<file path="config.mk">
export PLATFORM = sky130hd
export DESIGN_NAME = mano_core_p
export DESIGN_NICKNAME = d
export VERILOG_FILES = /design/src/rtl/mano_core_p.sv
export SDC_FILE = /design/constraint.sdc
export NUM_CORES = 1
export LEC_CHECK = 0
export CELL_PAD_IN_SITES_DETAIL_PLACEMENT = 0
export CELL_PAD_IN_SITES_GLOBAL_PLACEMENT = 1
export CORE_MARGIN = 5
export CORE_UTILIZATION = 30
export CTS_CLUSTER_DIAMETER = 150
export CTS_CLUSTER_SIZE = 30
export DETAILED_ROUTE_END_ITERATION = 12
export GPL_TIMING_DRIVEN = 0
export PLACE_DENSITY = 0.59
export SYNTH_ARGS = -nofsm -noshare
export SYNTH_HDL_FRONTEND = slang
export SYNTH_SLANG_ARGS = --single-unit
</file>
<file path="constraint.sdc">
create_clock -name mclk -period 7.05 [get_ports mclk]
set_clock_uncertainty 0.15 [all_clocks]
set_input_delay 1.41 -clock mclk [delete_from_list [all_inputs] [get_ports mclk]]
set_output_delay 1.41 -clock mclk [all_outputs]
set_load 0.01 [all_outputs]
</file>
<file path="src/rtl/mano_core_p.sv">
// Mano basic computer core: multi-cycle FSM sequencer plus datapath, external word memory, handshaked char I/O.
// Latency: one cycle per FSM state plus memory wait states; direct LDA on 0-wait memory takes 5 cycles.
// Backpressure: every memory state stalls until mem_ack; I/O flows through FGI/FGO ready/valid flags.
// Ports: mclk/mrst clock and async active-low reset; mem_* req/ack memory port (bit DATA_W = even parity);
//   inpr_*/outr_* character I/O; halted/fault status; dbg_pc/dbg_ac register observation.
module mano_core_p #(
  parameter int unsigned  ADDR_W    = 12,
  parameter int unsigned  IO_W      = 8,
  parameter bit           PARITY_EN = 1'b1,
  parameter int unsigned  RESET_PC  = 0,
  localparam int unsigned DATA_W    = ADDR_W + 4
) (
  input  logic              mclk,
  input  logic              mrst,
  output logic              mem_req,
  output logic              mem_we,
  output logic [ADDR_W-1:0] mem_addr,
  output logic [DATA_W:0]   mem_wdata,
  input  logic [DATA_W:0]   mem_rdata,
  input  logic              mem_ack,
  input  logic [IO_W-1:0]   inpr_data,
  input  logic              inpr_valid,
  output logic              inpr_ready,
  output logic [IO_W-1:0]   outr_data,
  output logic              outr_valid,
  input  logic              outr_ready,
  output logic              halted,
  output logic              fault,
  output logic [ADDR_W-1:0] dbg_pc,
  output logic [DATA_W-1:0] dbg_ac
);

  localparam logic [3:0] S_FETCH = 4'd0;
  localparam logic [3:0] S_IRD   = 4'd1;
  localparam logic [3:0] S_DEC   = 4'd2;
  localparam logic [3:0] S_IND   = 4'd3;
  localparam logic [3:0] S_RD    = 4'd4;
  localparam logic [3:0] S_EXEC  = 4'd5;
  localparam logic [3:0] S_WB    = 4'd6;
  localparam logic [3:0] S_INT   = 4'd7;
  localparam logic [3:0] S_REG   = 4'd8;
  localparam logic [3:0] S_HALT  = 4'd9;
  localparam logic [3:0] S_FAULT = 4'd10;

  localparam logic [2:0] OP_AND = 3'd0;
  localparam logic [2:0] OP_ADD = 3'd1;
  localparam logic [2:0] OP_LDA = 3'd2;
  localparam logic [2:0] OP_STA = 3'd3;
  localparam logic [2:0] OP_BUN = 3'd4;
  localparam logic [2:0] OP_BSA = 3'd5;
  localparam logic [2:0] OP_ISZ = 3'd6;
  localparam logic [2:0] OP_RIO = 3'd7;

  logic [3:0]        state;
  logic [ADDR_W-1:0] ar, pc;
  logic [DATA_W-1:0] dr, ac, ir, tr;
  logic              e, i_bit, ien, fgi, fgo;
  logic [IO_W-1:0]   inpr, outr;

  logic [2:0]        opcode;
  logic [11:0]       fld;
  logic              fld_1hot, skip, rd_state, par_err, exec_wr;
  logic [DATA_W-1:0] wdat;

  assign opcode   = ir[DATA_W-2:ADDR_W];
  assign fld      = ir[ADDR_W-1:ADDR_W-12];
  assign fld_1hot = $onehot(fld);
  assign rd_state = (state == S_IRD) || (state == S_IND) || (state == S_RD);
  // An odd-parity read is caught in the ack cycle, so the bad word never reaches a register.
  assign par_err  = PARITY_EN && rd_state && mem_ack && (^mem_rdata);
  assign exec_wr  = (state == S_EXEC) && ((opcode == OP_STA) || (opcode == OP_BSA));

  // Skip conditions for register-reference (I=0) and I/O (I=1) instructions; a non one-hot field never skips.
  assign skip = fld_1hot && (i_bit ? ((fld[9] && fgi) || (fld[8] && fgo))
                                   : ((fld[4] && !ac[DATA_W-1]) || (fld[3] && ac[DATA_W-1]) ||
                                      (fld[2] && (ac == '0)) || (fld[1] && !e)));

  // Memory port is decoded from state so an async reset drops mem_req immediately.
  always_comb begin
    mem_req  = 1'b0;
    mem_we   = 1'b0;
    mem_addr = ar;
    wdat     = ac;
    case (state)
      S_IRD, S_IND, S_RD: mem_req = 1'b1;
      S_EXEC: begin
        mem_req = exec_wr;
        mem_we  = exec_wr;
        if (opcode == OP_BSA) wdat = {{(DATA_W-ADDR_W){1'b0}}, pc};
      end
      S_WB: begin
        mem_req = 1'b1;
        mem_we  = 1'b1;
        wdat    = dr;
      end
      S_INT: begin
        mem_req  = 1'b1;
        mem_we   = 1'b1;
        mem_addr = '0;
        wdat     = tr;
      end
      default: ;
    endcase
  end

  assign mem_wdata  = {PARITY_EN & (^wdat), wdat};
  assign inpr_ready = ~fgi;
  assign outr_valid = ~fgo;
  assign outr_data  = outr;
  assign halted     = (state == S_HALT);
  assign dbg_pc     = pc;
  assign dbg_ac     = ac;

  always_ff @(posedge mclk or negedge mrst) begin
    if (!mrst) begin
      state <= S_FETCH;
      pc    <= ADDR_W'(RESET_PC);
      ar    <= '0;
      dr    <= '0;
      ac    <= '0;
      ir    <= '0;
      tr    <= '0;
      e     <= 1'b0;
      i_bit <= 1'b0;
      ien   <= 1'b0;
      fgi   <= 1'b0;
      fgo   <= 1'b1;
      inpr  <= '0;
      outr  <= '0;
      fault <= 1'b0;
    end else if (par_err) begin
      fault <= 1'b1;
      state <= S_FAULT;
    end else if (state != S_FAULT) begin
      // Output acceptance first so an OUT in the same cycle overrides it below.
      if (outr_valid && outr_ready) fgo <= 1'b1;
      case (state)
        S_FETCH: begin
          if (ien && (fgi || fgo)) begin
            tr    <= {{(DATA_W-ADDR_W){1'b0}}, pc};
            state <= S_INT;
          end else begin
            ar    <= pc;
            state <= S_IRD;
          end
        end
        S_IRD: if (mem_ack) begin
          ir    <= mem_rdata[DATA_W-1:0];
          pc    <= pc + ADDR_W'(1);
          state <= S_DEC;
        end
        S_DEC: begin
          ar    <= ir[ADDR_W-1:0];
          i_bit <= ir[DATA_W-1];
          if (opcode == OP_RIO)                                     state <= S_REG;
          else if (ir[DATA_W-1])                                    state <= S_IND;
          else if (opcode inside {OP_BUN, OP_STA, OP_BSA})          state <= S_EXEC;
          else                                                      state <= S_RD;
        end
        S_IND: if (mem_ack) begin
          ar    <= mem_rdata[ADDR_W-1:0];
          state <= (opcode inside {OP_BUN, OP_STA, OP_BSA}) ? S_EXEC : S_RD;
        end
        S_RD: if (mem_ack) begin
          dr    <= mem_rdata[DATA_W-1:0];
          state <= S_EXEC;
        end
        S_EXEC: begin
          state <= S_FETCH;
          case (opcode)
            OP_AND: ac <= ac & dr;
            OP_ADD: {e, ac} <= {1'b0, ac} + {1'b0, dr};
            OP_LDA: ac <= dr;
            OP_BUN: pc <= ar;
            OP_STA: if (!mem_ack) state <= S_EXEC;
            OP_BSA: if (mem_ack) pc <= ar + ADDR_W'(1); else state <= S_EXEC;
            OP_ISZ: begin
              dr    <= dr + DATA_W'(1);
              state <= S_WB;
            end
            default: ;
          endcase
        end
        S_WB: if (mem_ack) begin
          if (dr == '0) pc <= pc + ADDR_W'(1);
          state <= S_FETCH;
        end
        S_INT: if (mem_ack) begin
          pc    <= ADDR_W'(1);
          ien   <= 1'b0;
          state <= S_FETCH;
        end
        S_REG: begin
          state <= S_FETCH;
          if (skip) pc <= pc + ADDR_W'(1);
          if (fld_1hot && !i_bit) begin
            if (fld[11]) ac <= '0;
            if (fld[10]) e  <= 1'b0;
            if (fld[9])  ac <= ~ac;
            if (fld[8])  e  <= ~e;
            if (fld[7]) begin
              ac <= {e, ac[DATA_W-1:1]};
              e  <= ac[0];
            end
            if (fld[6]) begin
              ac <= {ac[DATA_W-2:0], e};
              e  <= ac[DATA_W-1];
            end
            if (fld[5])  ac <= ac + DATA_W'(1);
            if (fld[0])  state <= S_HALT;
          end else if (fld_1hot) begin
            if (fld[11]) begin
              ac[IO_W-1:0] <= inpr;
              fgi          <= 1'b0;
            end
            if (fld[10]) begin
              outr <= ac[IO_W-1:0];
              fgo  <= 1'b0;
            end
            if (fld[7]) ien <= 1'b1;
            if (fld[6]) ien <= 1'b0;
          end
        end
        S_HALT:  state <= S_HALT;
        default: state <= S_FETCH;
      endcase
      // A character offered while ready was high is always taken, even if INP cleared FGI this cycle.
      if (inpr_valid && inpr_ready) begin
        inpr <= inpr_data;
        fgi  <= 1'b1;
      end
    end
  end

endmodule
</file>
==> summary.txt <==
Status
  • Status: finished, final reports clean

Timing
  • Worst-margin pin slew: 1.24 ns
  • Fin worst setup slack: 1.41 ns
  • Fin crit period: 5.64 ns
  • RSZ-0062 raised after global routing: no
  • Period utilization: 0.800
  • Fmax: 177 MHz
  • Final Setup Violations: 0
  • Max-slew headroom: 0.172
  • Hold Vio Cnt, Final: 0
  • Final slew viol count: 0

Setup path
  • Worst path arrival time: 5.73 ns
  • R2R Setup Slk: 1.41 ns
  • WP data required: 7.14 ns
  • Top delay family on crit path: adder cells
  • Buf+Inv Stages, Crit Path: 4
  • CP Max Fanout: 10
  • Worst-path cell chain: fa_1 -> fa_1 -> inv_1 -> fa_1 -> fa_1 -> inv_1 -> ha_1 -> inv_1 -> fa_1 -> a211oi_1 -> mux2i_1 -> nor3_2 -> o2bb2ai_1 -> clkbuf_1 -> a22oi_1 -> o21ai_0
  • CP Capture Type: flip-flop
  • Crit path largest cell delay: 0.69 ns
  • Critical path type: flip-flop to flip-flop
  • Most Frequent Cell on Critical Path: fa_1
  • CP max-delay cell: nor3_2
  • CP Launch Type: flip-flop

Cells and area
  • Most frequent cells in the layout: 109 x dfrtp_1, 104 x a21oi_1, 102 x nand2_1
  • Final Util: 0.365
  • Area delta synth->final: 20.4%
  • Final instance area: 10700 um2
  • Diode count: 0
  • Layout Nets: 1270
  • Fillcell total: 3167
  • Reg area: 2750 um2
  • Area of the multi-input gates: 5690 um2
  • Share of layout cells above drive strength 1: 0.0834
  • Commonest non-fill, non-tap cell in the layout: dfrtp_1

Synthesis
  • Top-area cell type share of the netlist area: 0.305
  • Syn_nets: 1158
  • Cell variety after synth: 70
  • Synth area leader: dfrtp_1
  • Number of synthesized flops with an enable pin: 0
  • Post-Syn Area: 8930 um2
  • Post-synthesis sequential area ratio: 0.308
  • Synthesized flop and latch total: 110
  • Main flop type after synthesis: dfrtp_1
  • Post-Syn Instances: 1094
  • Syn avg cell area: 8.16 um2
  • Synth top area cells: dfrtp_1 31%, mux2_2 6.7%, a21oi_1 5.8%
  • Async SR Flop Fraction: 1.00
  • Yosys warnings: 0

Placed design
  • Final HPWL DP: 28400 um
  • Placed cell area: 10400 um2
  • Pre-CTS WS: 1.53 ns
  • I/O Buffers: 100
  • GPL Wtd Cong: 0.881

Routing
  • DRT antenna net count: 0
  • Routed WL per cell: 23.3 um
  • Detailed-route wire length: 37300 um
  • Number of remaining DRC errors: 0
  • Vias per cell: 5.52
  • DR pass1 iterations: 5
  • DRT iter0 DRCs: 687
  • Vias: 8830

Floorplan
  • Row cnt: 63
  • Die span in x: 183 um
  • Die Ht: 183 um
  • Total core area: 29500 um2
  • Die area: 33300 um2
  • IO Pins: 101
  • Starting density of the core: 0.303

Clocking
  • Setup bufs post-CTS: 0
  • Root Driver: clkbuf_16
  • CTS tree: built
  • TritonCTS buffer count: 9
  • Worst skew pair latency: 0.38 ns
  • CTS Hold Bufs: 0
  • Count of clock tree sinks: 110
  • H-tree levels: 3
  • Post-cts sizing count: 0
  • Clock slew at reported path FFs: 0.07 ns
  • Deepest clock path buffer count: 2

GRT
  • Global-route wire length before repair: 55900 um
  • Initial antenna violation count: 0
  • Total track usage: 0.220
  • Largest net degree at the start of global routing: 78
  • Global route overflow: 0
  • Vias in the first global route: 8715

Power and ir drop
  • Clock power share: 0.090
  • Proportion of power drawn by flip-flops and latches: 0.219
  • Pwr/cell area: 571 nW/um2
  • P_sw: 3.17 mW
  • Total power: 6.13 mW
  • Leakage power: 4.43 nW
  • Sw frac: 0.517
  • Peak VDD IR: 0.441 mV
  • Combinational power share: 0.691
  • Power Internal: 2.96 mW

Min path
  • Min-Delay Path Class: flip-flop to flip-flop

Job
  • Max-Cap Viols: 0
==> metal layers <==
metal,track usage,up-vias,wire [um]
li1,-,4167,-
met1,0.305,4319,17500
met2,0.350,289,16800
met3,0.0359,55,1760
met4,0.0724,0,1160
met5,0,-,0
==> worst paths after layout <==
| kind | startpoint | depth (start not counted) | to |
|---|---|---|---|
| max | ir[9] | 16 | dbg_ac[12] |
| min | fault | 1 | fault |
| max reg2reg | ir[9] | 16 | dbg_ac[12] |
| min reg2reg | fault | 1 | fault |
| max in group asynchronous | mrst | 2 | state[1] |
| min in group asynchronous | mrst | 1 | outr_data[4] |
==> power by group through the flow <==
| stage | logic [mW] | clock network (mW) | registers (mW) |
|---|---|---|---|
| 6_report | 4.24 | 0.550 | 1.34 |
| 5_1_grt | 4.66 | 0.583 | 1.37 |
| 4_1_cts | 4.23 | 0.568 | 1.33 |
| 3_5_place_dp | 4.21 | 0 | 1.35 |
| 3_3_place_gp | 4.20 | 0 | 1.35 |
| 2_1_floorplan | 2.80 | 0 | 1.16 |
==> metrics by stage <==
| step | setup TNS [ns] | cells | hold slack [ns] |
|---|---|---|---|
| 6_report | 0 | 1601 | 0.323 |
| 3_5_place_dp | 0 | 1585 | 0.305 |
| 4_1_cts | 0 | 1601 | 0.328 |
| 2_1_floorplan | 0 | 1094 | 0.323 |
| 5_1_grt | 0 | 1601 | 0.353 |
| 3_3_place_gp | -54.94 | 1584 | 0.305 |
==> Yosys cell counts, drive strengths merged, types with 13 or more instances <==
cell    number
a22oi       17
o211ai      16
buf         23
clkbuf      58
mux2        53
o21ai       94
a21oi      104
mux2i       26
nand2      102
dfrtp      109
nor2        94
a31oi       16
xor2        23
xnor2       36
ha          26
a211oi      17
a21o        13
inv         37
nand3       40
nor3        23
and2        17
and3        23
==> logic make-up (layout without fill, tap and decap cells) <==
kind of cell,Yosys count,count (layout),share of synthesized area
muxes,79,79,0.0960
xor gates and xnor gates,61,61,0.0638
buffers and inverters,120,237,0.0544
DFF,110,110,0.308
and+or+nand+nor,354,354,0.191
adders and majority gates,34,34,0.0544
AOI/OAI and AO/OA,336,336,0.232
==> sequential cells by signal (all words and copies together), names as in the netlist <==
signal and cells:
ar 12, dbg_ac 16, dbg_pc 12, dr 16, e 1, fault 1
fgi 1, fgo 1, i_bit 1, ien 1, inpr 8, ir 16
outr_data 8, state 4, tr 12
==> cell type report <==
cell class,instances,share of cell area
multi-input cells,864,0.529
plain buffers,81,0.0316
flip-flops and latches,110,0.256
well taps,390,0.0454
clock inverters,5,0.00536
clock buffers,11,0.0226
repair buffers,101,0.0958
inverters,39,0.0136
(Power assumes the default switching activity.)
